### src/rtl/isa_pkg.sv
// -----------------------------------------------------------------------------
// isa_pkg
// Shared definitions for the 8-bit pipelined core ISA: opcode values,
// instruction field bit positions, the decoded control bundle, the ID/EX
// pipeline register layout and its bubble value.
// Optional feature macro used by decode_stage: WB_BYPASS_EN.
// -----------------------------------------------------------------------------
package isa_pkg;

   // Opcodes
   localparam logic [3:0] OP_NOP  = 4'd0;
   localparam logic [3:0] OP_ADD  = 4'd1;
   localparam logic [3:0] OP_SUB  = 4'd2;
   localparam logic [3:0] OP_AND  = 4'd3;
   localparam logic [3:0] OP_OR   = 4'd4;
   localparam logic [3:0] OP_XOR  = 4'd5;
   localparam logic [3:0] OP_ADDI = 4'd6;
   localparam logic [3:0] OP_LD   = 4'd7;
   localparam logic [3:0] OP_ST   = 4'd8;
   localparam logic [3:0] OP_BEQ  = 4'd9;

   // Instruction field bit positions
   localparam int OPC_HI = 15;
   localparam int OPC_LO = 12;
   localparam int RD_HI  = 11;
   localparam int RD_LO  = 9;
   localparam int RS1_HI = 8;
   localparam int RS1_LO = 6;
   localparam int RS2_HI = 5;
   localparam int RS2_LO = 3;
   localparam int IMM_HI = 5;
   localparam int IMM_LO = 0;

   typedef struct packed {
      logic alusrc;
      logic memread;
      logic memwrite;
      logic regwrite;
      logic branch;
   } ctrl_t;

   localparam ctrl_t CTRL_NONE = '0;

   typedef struct packed {
      logic       valid;
      logic [3:0] opcode;
      logic [2:0] destreg;
      logic [7:0] op1;
      logic [7:0] op2;
      logic [7:0] imm;
      ctrl_t      ctrl;
   } idex_t;

   // A bubble clears every field, operands and immediate included.
   localparam idex_t IDEX_BUBBLE = '0;

   function automatic logic [7:0] sext6(input logic [5:0] v);
      return {{2{v[5]}}, v};
   endfunction

endpackage

### src/rtl/decode_stage_if.sv
// -----------------------------------------------------------------------------
// decode_stage_if
// Bundles every non-clock/reset signal of the decode stage: fetch-side
// instruction and flush, register-file read/writeback ports, EX-stage load
// info, stall back to fetch and the ID/EX register outputs.
//   master : environment side (fetch, regfile, EX) - drives the stage inputs
//   slave  : decode_stage side
// -----------------------------------------------------------------------------
interface decode_stage_if;
   logic        if_valid;
   logic [15:0] if_instr;
   logic        flush;
   logic [2:0]  srcreg1;
   logic [2:0]  srcreg2;
   logic [7:0]  rdata1;
   logic [7:0]  rdata2;
   logic        wb_write;
   logic [2:0]  wb_destreg;
   logic [7:0]  wb_data;
   logic        ex_memread;
   logic [2:0]  ex_destreg;
   logic        stall;
   logic        id_valid;
   logic [3:0]  id_opcode;
   logic [2:0]  id_destreg;
   logic [7:0]  id_op1;
   logic [7:0]  id_op2;
   logic [7:0]  id_imm;
   logic        id_alusrc;
   logic        id_memread;
   logic        id_memwrite;
   logic        id_regwrite;
   logic        id_branch;

   modport master (
      output if_valid, if_instr, flush, rdata1, rdata2,
             wb_write, wb_destreg, wb_data, ex_memread, ex_destreg,
      input  srcreg1, srcreg2, stall,
             id_valid, id_opcode, id_destreg, id_op1, id_op2, id_imm,
             id_alusrc, id_memread, id_memwrite, id_regwrite, id_branch
   );

   modport slave (
      input  if_valid, if_instr, flush, rdata1, rdata2,
             wb_write, wb_destreg, wb_data, ex_memread, ex_destreg,
      output srcreg1, srcreg2, stall,
             id_valid, id_opcode, id_destreg, id_op1, id_op2, id_imm,
             id_alusrc, id_memread, id_memwrite, id_regwrite, id_branch
   );
endinterface

### src/rtl/decode_ctrl.sv
// -----------------------------------------------------------------------------
// decode_ctrl
// Purely combinational opcode decoder.
//   opcode_i      : instruction opcode
//   ctrl_o        : control bundle for EX/MEM/WB
//   use1_o/use2_o : instruction reads source 1 / source 2
//   src2_is_rd_o  : source 2 comes from the rd field (ST, BEQ)
// Undefined opcodes 10-15 decode like NOP.
// -----------------------------------------------------------------------------
module decode_ctrl
   import isa_pkg::*;
(
   input  logic [3:0] opcode_i,
   output ctrl_t      ctrl_o,
   output logic       use1_o,
   output logic       use2_o,
   output logic       src2_is_rd_o
);

   always_comb begin
      ctrl_o       = CTRL_NONE;
      use1_o       = 1'b0;
      use2_o       = 1'b0;
      src2_is_rd_o = 1'b0;
      case (opcode_i)
         OP_ADD, OP_SUB, OP_AND, OP_OR, OP_XOR: begin
            ctrl_o.regwrite = 1'b1;
            use1_o          = 1'b1;
            use2_o          = 1'b1;
         end
         OP_ADDI: begin
            ctrl_o.regwrite = 1'b1;
            ctrl_o.alusrc   = 1'b1;
            use1_o          = 1'b1;
         end
         OP_LD: begin
            ctrl_o.regwrite = 1'b1;
            ctrl_o.memread  = 1'b1;
            ctrl_o.alusrc   = 1'b1;
            use1_o          = 1'b1;
         end
         OP_ST: begin
            ctrl_o.memwrite = 1'b1;
            ctrl_o.alusrc   = 1'b1;
            use1_o          = 1'b1;
            use2_o          = 1'b1;
            src2_is_rd_o    = 1'b1;
         end
         OP_BEQ: begin
            ctrl_o.branch = 1'b1;
            use1_o        = 1'b1;
            use2_o        = 1'b1;
            src2_is_rd_o  = 1'b1;
         end
         default: ;
      endcase
   end

endmodule

### src/rtl/decode_stage.sv
// -----------------------------------------------------------------------------
// decode_stage
// Instruction-decode stage between fetch and execute. Drives the register
// file read addresses from the incoming instruction, decodes control, detects
// load-use hazards (stall to fetch, bubble to execute), honours flush and
// registers the result into the ID/EX pipeline register (1-cycle latency).
// Ports:
//   clk   : core clock, rising edge
//   rst_n : synchronous active-low reset
//   bus   : decode_stage_if.slave (fetch, regfile, writeback, EX, ID/EX outputs)
// Optional feature: define WB_BYPASS_EN to forward the writeback data into
// the captured operands when the writeback target matches a source register.
// -----------------------------------------------------------------------------
module decode_stage
   import isa_pkg::*;
(
   input logic           clk,
   input logic           rst_n,
   decode_stage_if.slave bus
);

   logic [3:0] opcode;
   ctrl_t      ctrl;
   logic       use1;
   logic       use2;
   logic       src2_is_rd;
   logic       hazard;
   logic [7:0] op1_sel;
   logic [7:0] op2_sel;
   idex_t      idex_d;
   idex_t      idex_q;

   assign opcode = bus.if_instr[OPC_HI:OPC_LO];

   decode_ctrl u_ctrl (
      .opcode_i     (opcode),
      .ctrl_o       (ctrl),
      .use1_o       (use1),
      .use2_o       (use2),
      .src2_is_rd_o (src2_is_rd)
   );

   // ST and BEQ read their second source from the rd field.
   assign bus.srcreg1 = bus.if_instr[RS1_HI:RS1_LO];
   assign bus.srcreg2 = src2_is_rd ? bus.if_instr[RD_HI:RD_LO]
                                   : bus.if_instr[RS2_HI:RS2_LO];

   // r0 is an ordinary register, so no zero-register exemption here.
   assign hazard = bus.if_valid & bus.ex_memread &
                   ((use1 & (bus.ex_destreg == bus.srcreg1)) |
                    (use2 & (bus.ex_destreg == bus.srcreg2)));

   // A flush discards the instruction anyway, so holding fetch is pointless.
   assign bus.stall = hazard & ~bus.flush & rst_n;

`ifdef WB_BYPASS_EN
   // The register file only updates on the edge, so forward the value being
   // written this cycle.
   assign op1_sel = (bus.wb_write && (bus.wb_destreg == bus.srcreg1)) ? bus.wb_data : bus.rdata1;
   assign op2_sel = (bus.wb_write && (bus.wb_destreg == bus.srcreg2)) ? bus.wb_data : bus.rdata2;
`else
   assign op1_sel = bus.rdata1;
   assign op2_sel = bus.rdata2;
`endif

   // Capture only a valid, unflushed, hazard-free instruction; otherwise bubble.
   always_comb begin
      idex_d = IDEX_BUBBLE;
      if (bus.if_valid && !bus.flush && !hazard) begin
         idex_d.valid   = 1'b1;
         idex_d.opcode  = opcode;
         idex_d.destreg = bus.if_instr[RD_HI:RD_LO];
         idex_d.op1     = op1_sel;
         idex_d.op2     = op2_sel;
         idex_d.imm     = sext6(bus.if_instr[IMM_HI:IMM_LO]);
         idex_d.ctrl    = ctrl;
      end
   end

   always_ff @(posedge clk) begin
      if (!rst_n) idex_q <= IDEX_BUBBLE;
      else        idex_q <= idex_d;
   end

   assign bus.id_valid    = idex_q.valid;
   assign bus.id_opcode   = idex_q.opcode;
   assign bus.id_destreg  = idex_q.destreg;
   assign bus.id_op1      = idex_q.op1;
   assign bus.id_op2      = idex_q.op2;
   assign bus.id_imm      = idex_q.imm;
   assign bus.id_alusrc   = idex_q.ctrl.alusrc;
   assign bus.id_memread  = idex_q.ctrl.memread;
   assign bus.id_memwrite = idex_q.ctrl.memwrite;
   assign bus.id_regwrite = idex_q.ctrl.regwrite;
   assign bus.id_branch   = idex_q.ctrl.branch;

endmodule
### src/flat_wrapper.sv
// flat-port wrapper written by rule: the top's interface ports become plain ports
module decode_stage_flat import isa_pkg::*;
  (clk, rst_n, bus_if_valid, bus_if_instr, bus_flush, bus_rdata1, bus_rdata2, bus_wb_write, bus_wb_destreg, bus_wb_data, bus_ex_memread, bus_ex_destreg, bus_srcreg1, bus_srcreg2, bus_stall, bus_id_valid, bus_id_opcode, bus_id_destreg, bus_id_op1, bus_id_op2, bus_id_imm, bus_id_alusrc, bus_id_memread, bus_id_memwrite, bus_id_regwrite, bus_id_branch);
  decode_stage_if bus_i ();
  input logic clk;
  input logic rst_n;
  input wire logic [$bits(bus_i.if_valid)-1:0] bus_if_valid;
  input wire logic [$bits(bus_i.if_instr)-1:0] bus_if_instr;
  input wire logic [$bits(bus_i.flush)-1:0] bus_flush;
  input wire logic [$bits(bus_i.rdata1)-1:0] bus_rdata1;
  input wire logic [$bits(bus_i.rdata2)-1:0] bus_rdata2;
  input wire logic [$bits(bus_i.wb_write)-1:0] bus_wb_write;
  input wire logic [$bits(bus_i.wb_destreg)-1:0] bus_wb_destreg;
  input wire logic [$bits(bus_i.wb_data)-1:0] bus_wb_data;
  input wire logic [$bits(bus_i.ex_memread)-1:0] bus_ex_memread;
  input wire logic [$bits(bus_i.ex_destreg)-1:0] bus_ex_destreg;
  output wire logic [$bits(bus_i.srcreg1)-1:0] bus_srcreg1;
  output wire logic [$bits(bus_i.srcreg2)-1:0] bus_srcreg2;
  output wire logic [$bits(bus_i.stall)-1:0] bus_stall;
  output wire logic [$bits(bus_i.id_valid)-1:0] bus_id_valid;
  output wire logic [$bits(bus_i.id_opcode)-1:0] bus_id_opcode;
  output wire logic [$bits(bus_i.id_destreg)-1:0] bus_id_destreg;
  output wire logic [$bits(bus_i.id_op1)-1:0] bus_id_op1;
  output wire logic [$bits(bus_i.id_op2)-1:0] bus_id_op2;
  output wire logic [$bits(bus_i.id_imm)-1:0] bus_id_imm;
  output wire logic [$bits(bus_i.id_alusrc)-1:0] bus_id_alusrc;
  output wire logic [$bits(bus_i.id_memread)-1:0] bus_id_memread;
  output wire logic [$bits(bus_i.id_memwrite)-1:0] bus_id_memwrite;
  output wire logic [$bits(bus_i.id_regwrite)-1:0] bus_id_regwrite;
  output wire logic [$bits(bus_i.id_branch)-1:0] bus_id_branch;
  assign bus_i.if_valid = bus_if_valid;
  assign bus_i.if_instr = bus_if_instr;
  assign bus_i.flush = bus_flush;
  assign bus_i.rdata1 = bus_rdata1;
  assign bus_i.rdata2 = bus_rdata2;
  assign bus_i.wb_write = bus_wb_write;
  assign bus_i.wb_destreg = bus_wb_destreg;
  assign bus_i.wb_data = bus_wb_data;
  assign bus_i.ex_memread = bus_ex_memread;
  assign bus_i.ex_destreg = bus_ex_destreg;
  assign bus_srcreg1 = bus_i.srcreg1;
  assign bus_srcreg2 = bus_i.srcreg2;
  assign bus_stall = bus_i.stall;
  assign bus_id_valid = bus_i.id_valid;
  assign bus_id_opcode = bus_i.id_opcode;
  assign bus_id_destreg = bus_i.id_destreg;
  assign bus_id_op1 = bus_i.id_op1;
  assign bus_id_op2 = bus_i.id_op2;
  assign bus_id_imm = bus_i.id_imm;
  assign bus_id_alusrc = bus_i.id_alusrc;
  assign bus_id_memread = bus_i.id_memread;
  assign bus_id_memwrite = bus_i.id_memwrite;
  assign bus_id_regwrite = bus_i.id_regwrite;
  assign bus_id_branch = bus_i.id_branch;
  decode_stage u_core (.clk(clk), .rst_n(rst_n), .bus(bus_i));
endmodule
### config.mk
export PLATFORM = sky130hd
export DESIGN_NAME = decode_stage_flat
export DESIGN_NICKNAME = d
export VERILOG_FILES = /design/src/rtl/isa_pkg.sv /design/src/rtl/decode_stage_if.sv /design/src/rtl/decode_ctrl.sv /design/src/rtl/decode_stage.sv /design/src/flat_wrapper.sv
export SDC_FILE = /design/constraint.sdc
export NUM_CORES = 1
export LEC_CHECK = 0
export ABC_AREA = 1
export CAP_MARGIN = 0
export CORE_UTILIZATION = 35
export DETAILED_ROUTE_END_ITERATION = 6
export GPL_TIMING_DRIVEN = 0
export PLACE_DENSITY = 0.79
export SYNTH_ARGS = -nofsm -noshare
export SYNTH_HDL_FRONTEND = slang
export SYNTH_HIERARCHICAL = 1
export SYNTH_SLANG_ARGS = --single-unit
### constraint.sdc
create_clock -name clk -period 2.69 [get_ports clk]
set_clock_uncertainty 0.1 [all_clocks]
set_input_delay 0.538 -clock clk [delete_from_list [all_inputs] [get_ports clk]]
set_output_delay 0.538 -clock clk [all_outputs]
set_load 0.05 [all_outputs]
==> metrics.csv <==
metric,value,unit
status,"finished, final reports clean",
WS Path Type,in2out,
initial DRC count,35,
worst rel slew slack,64.99,%
ANT cells,0,
gpl congestion,0.7743,
Least-Margin Pin Slew,0.5234,ns
clk sink count,35,
max-slew violations,0,
die footprint,4076,sq um
Num CTS Buffers,5,
Max clock buf depth,2,
hold_buf cts,0,
Max Freq,389.2,MHz
Routed Antenna Nets,0,
initial antenna violation count,0,
Ys Warns,6,
Place WS,-0.8966,ns
worst vdd ir,0.0002036,V
Worst Path Max Fanout,2,
CTS tree,done,
Synth cell types,16,
sequential fraction of design power,46.8,%
Leak,0.001133,uW
Mapped Cells,175,
HP Class,in2reg,
first-pass GRT wire length,4540,microns
synth top area cells,"dfxtp_1 (52%), inv_1 (13%), nor2_1 (10%)",
max-cap violations,0,
setup violators final,0,
Mean Syn Cell Area,7.650,sq um
Yosys top cell by area,dfxtp_1,
Worst EP required,2.05,ns
HPWL after DPL,2201,microns
num rows,22,
Via density,3.965,
die height,63.85,microns
largest net degree at the start of global routing,11,
cell area after synthesis,1339,sq um
DRC viols,0,
PortBufs,83,
"Arr. time, crit path",1.93,ns
Vias,1249,
drt pass-1 iters,4,
CTS clock-pin slew for the worst setup and hold paths,0.06,ns
register area share after synthesis,52.34,%
Final Hold Fails,0,
DRT Wirelength,2785,microns
grt total ovfl,0,
Layout Cells excl Fill,315,
Yosys top cell area share,52.34,%
setup ws final,0.1209,ns
# H-tree levels,2,
Layout Nets,319,
Starting Density,36.57,%
P_int,840.7,uW
switch share,26.51,%
share of layout cells above drive strength 1,14.98,%
fin crit share,95.50,%
Area Growth Syn to Fin,75.33,%
final core occ,64.11,%
Total GRT Usage,14.54,%
I/O pin cnt,96,
vias in the first global route,1076,
Setup crit start kind,input pin,
WL per Instance,8.841,microns
pwr dens,487.4,nW/um^2
crit end category,primary output,
Power Total,1144,uW
sw power,303.3,uW
Inst Count DP,306,
Core Area,3661,sq um
Tmin final,2.569,ns
Logic pwr share,21.4,%
Clock Power Share,31.8,%
syn_nets,227,
#FFs+latches synth,35,
root buf cell,clkbuf_8,
Die Wd,63.85,microns
cells in the final DEF, fill, tap and decap left out, types with 3 or more instances in the layout:
cell type,count
buf_4,7
buf_6,4
clkbuf_8,6
clkdlybuf4s50_1,76
dfxtp_1,35
dlygate4sd2_1,5
inv_1,42
inv_2,5
nand2_1,22
nand2_2,4
nand3_1,6
nor2_1,36
nor2_2,7
xnor2_1,3
path summary, 6_finish.rpt:
path                             start                      end  slack (ns)  cells past startpoint
worst max-delay path   bus_if_instr[6]           bus_srcreg1[0]        0.12                      3
worst min-delay path  bus_if_instr[15]  u_core/bus.id_opcode[3]        0.47                      3
metrics by stage:
| stage | cell area, sq um | setup TNS [ns] | hold slack (ns) |
|---|---|---|---|
| 2_1_floorplan | 1341 | 0 | 0.5502 |
| 3_3_place_gp | 2232 | -2.160 | 0.9632 |
| 3_5_place_dp | 2232 | -2.218 | 0.9652 |
| 4_1_cts | 2313 | 0 | 0.5736 |
| 5_1_grt | 2347 | -0.01466 | 0.5105 |
| 6_report | 2347 | 0 | 0.4661 |
flip-flops by register name (all words and copies together) (netlist names):
signal / cells
u_core/bus.id_memwrite: 1
u_core/bus.id_regwrite: 1
u_core/bus.id_op1: 8
u_core/bus.id_destreg: 3
u_core/bus.id_op2: 8
u_core/bus.id_valid: 1
u_core/bus.id_imm: 6
u_core/bus.id_opcode: 4
u_core/bus.id_memread: 1
u_core/bus.id_alusrc: 1
u_core/bus.id_branch: 1
per-layer routing:
metal | track usage (%) | part of all wire [%] | up-vias
li1 | - | - | 672
met1 | 17.35 | 43 | 515
met2 | 23.80 | 47 | 57
met3 | 3.750 | 7.4 | 5
met4 | 7.670 | 2.0 | 0
met5 | 0 | 0 | -
power by group through the flow:
stage                     logic, uW  clock network (uW)  registers, uW
final                           245                 364            535
after global routing            263                 405            536
after CTS                       240                 380            535
after detailed placement        244                   0            547
after global placement          241                   0            546
after floorplan                85.0                   0            595
synth_stat cells (all sizes together):
master and n:
nand2 27, nand3 8, buf 8, xnor2 3
nand4 1, nor2 43, dfxtp 35, o21ai 2
inv 48
layout make-up:
type                            count  area [sq um]
Fill cell                         329          1314
Timing Repair Buffer               85         835.8
Sequential cell                    35         700.7
Multi-Input combinational cell     84         409.1
Inverter                           48         182.7
Clock buffer                        6         82.58
Buffer                              8         71.32
Tap cell                           48         60.06
Clock inverter                      1         5.005
what timing repair did:
action | 4_1_cts | 5_1_grt
setup endpoints to repair | 4 | 2
hold endpoints to repair | 0 | 0
resized for setup | 14 | 9
buffers inserted | 0 | 2
worst max-delay path, cell delays in order:
cell and delay, ns:
clkdlybuf4s50_1 0.49, buf_4 0.11, clkdlybuf4s50_1 0.79
logic make-up (layout without fill, tap and decap cells):
kind of cell	after synthesis	count (layout)	share of synthesized area, %
DFF	35	35	52.34
and+or+nand+nor	79	79	25.89
xor gates and xnor gates	3	3	1.963
AOI/OAI and AO/OA	2	2	1.028
buffers and inverters	56	148	18.79
Note: power is estimated with default switching activity, not from simulation.
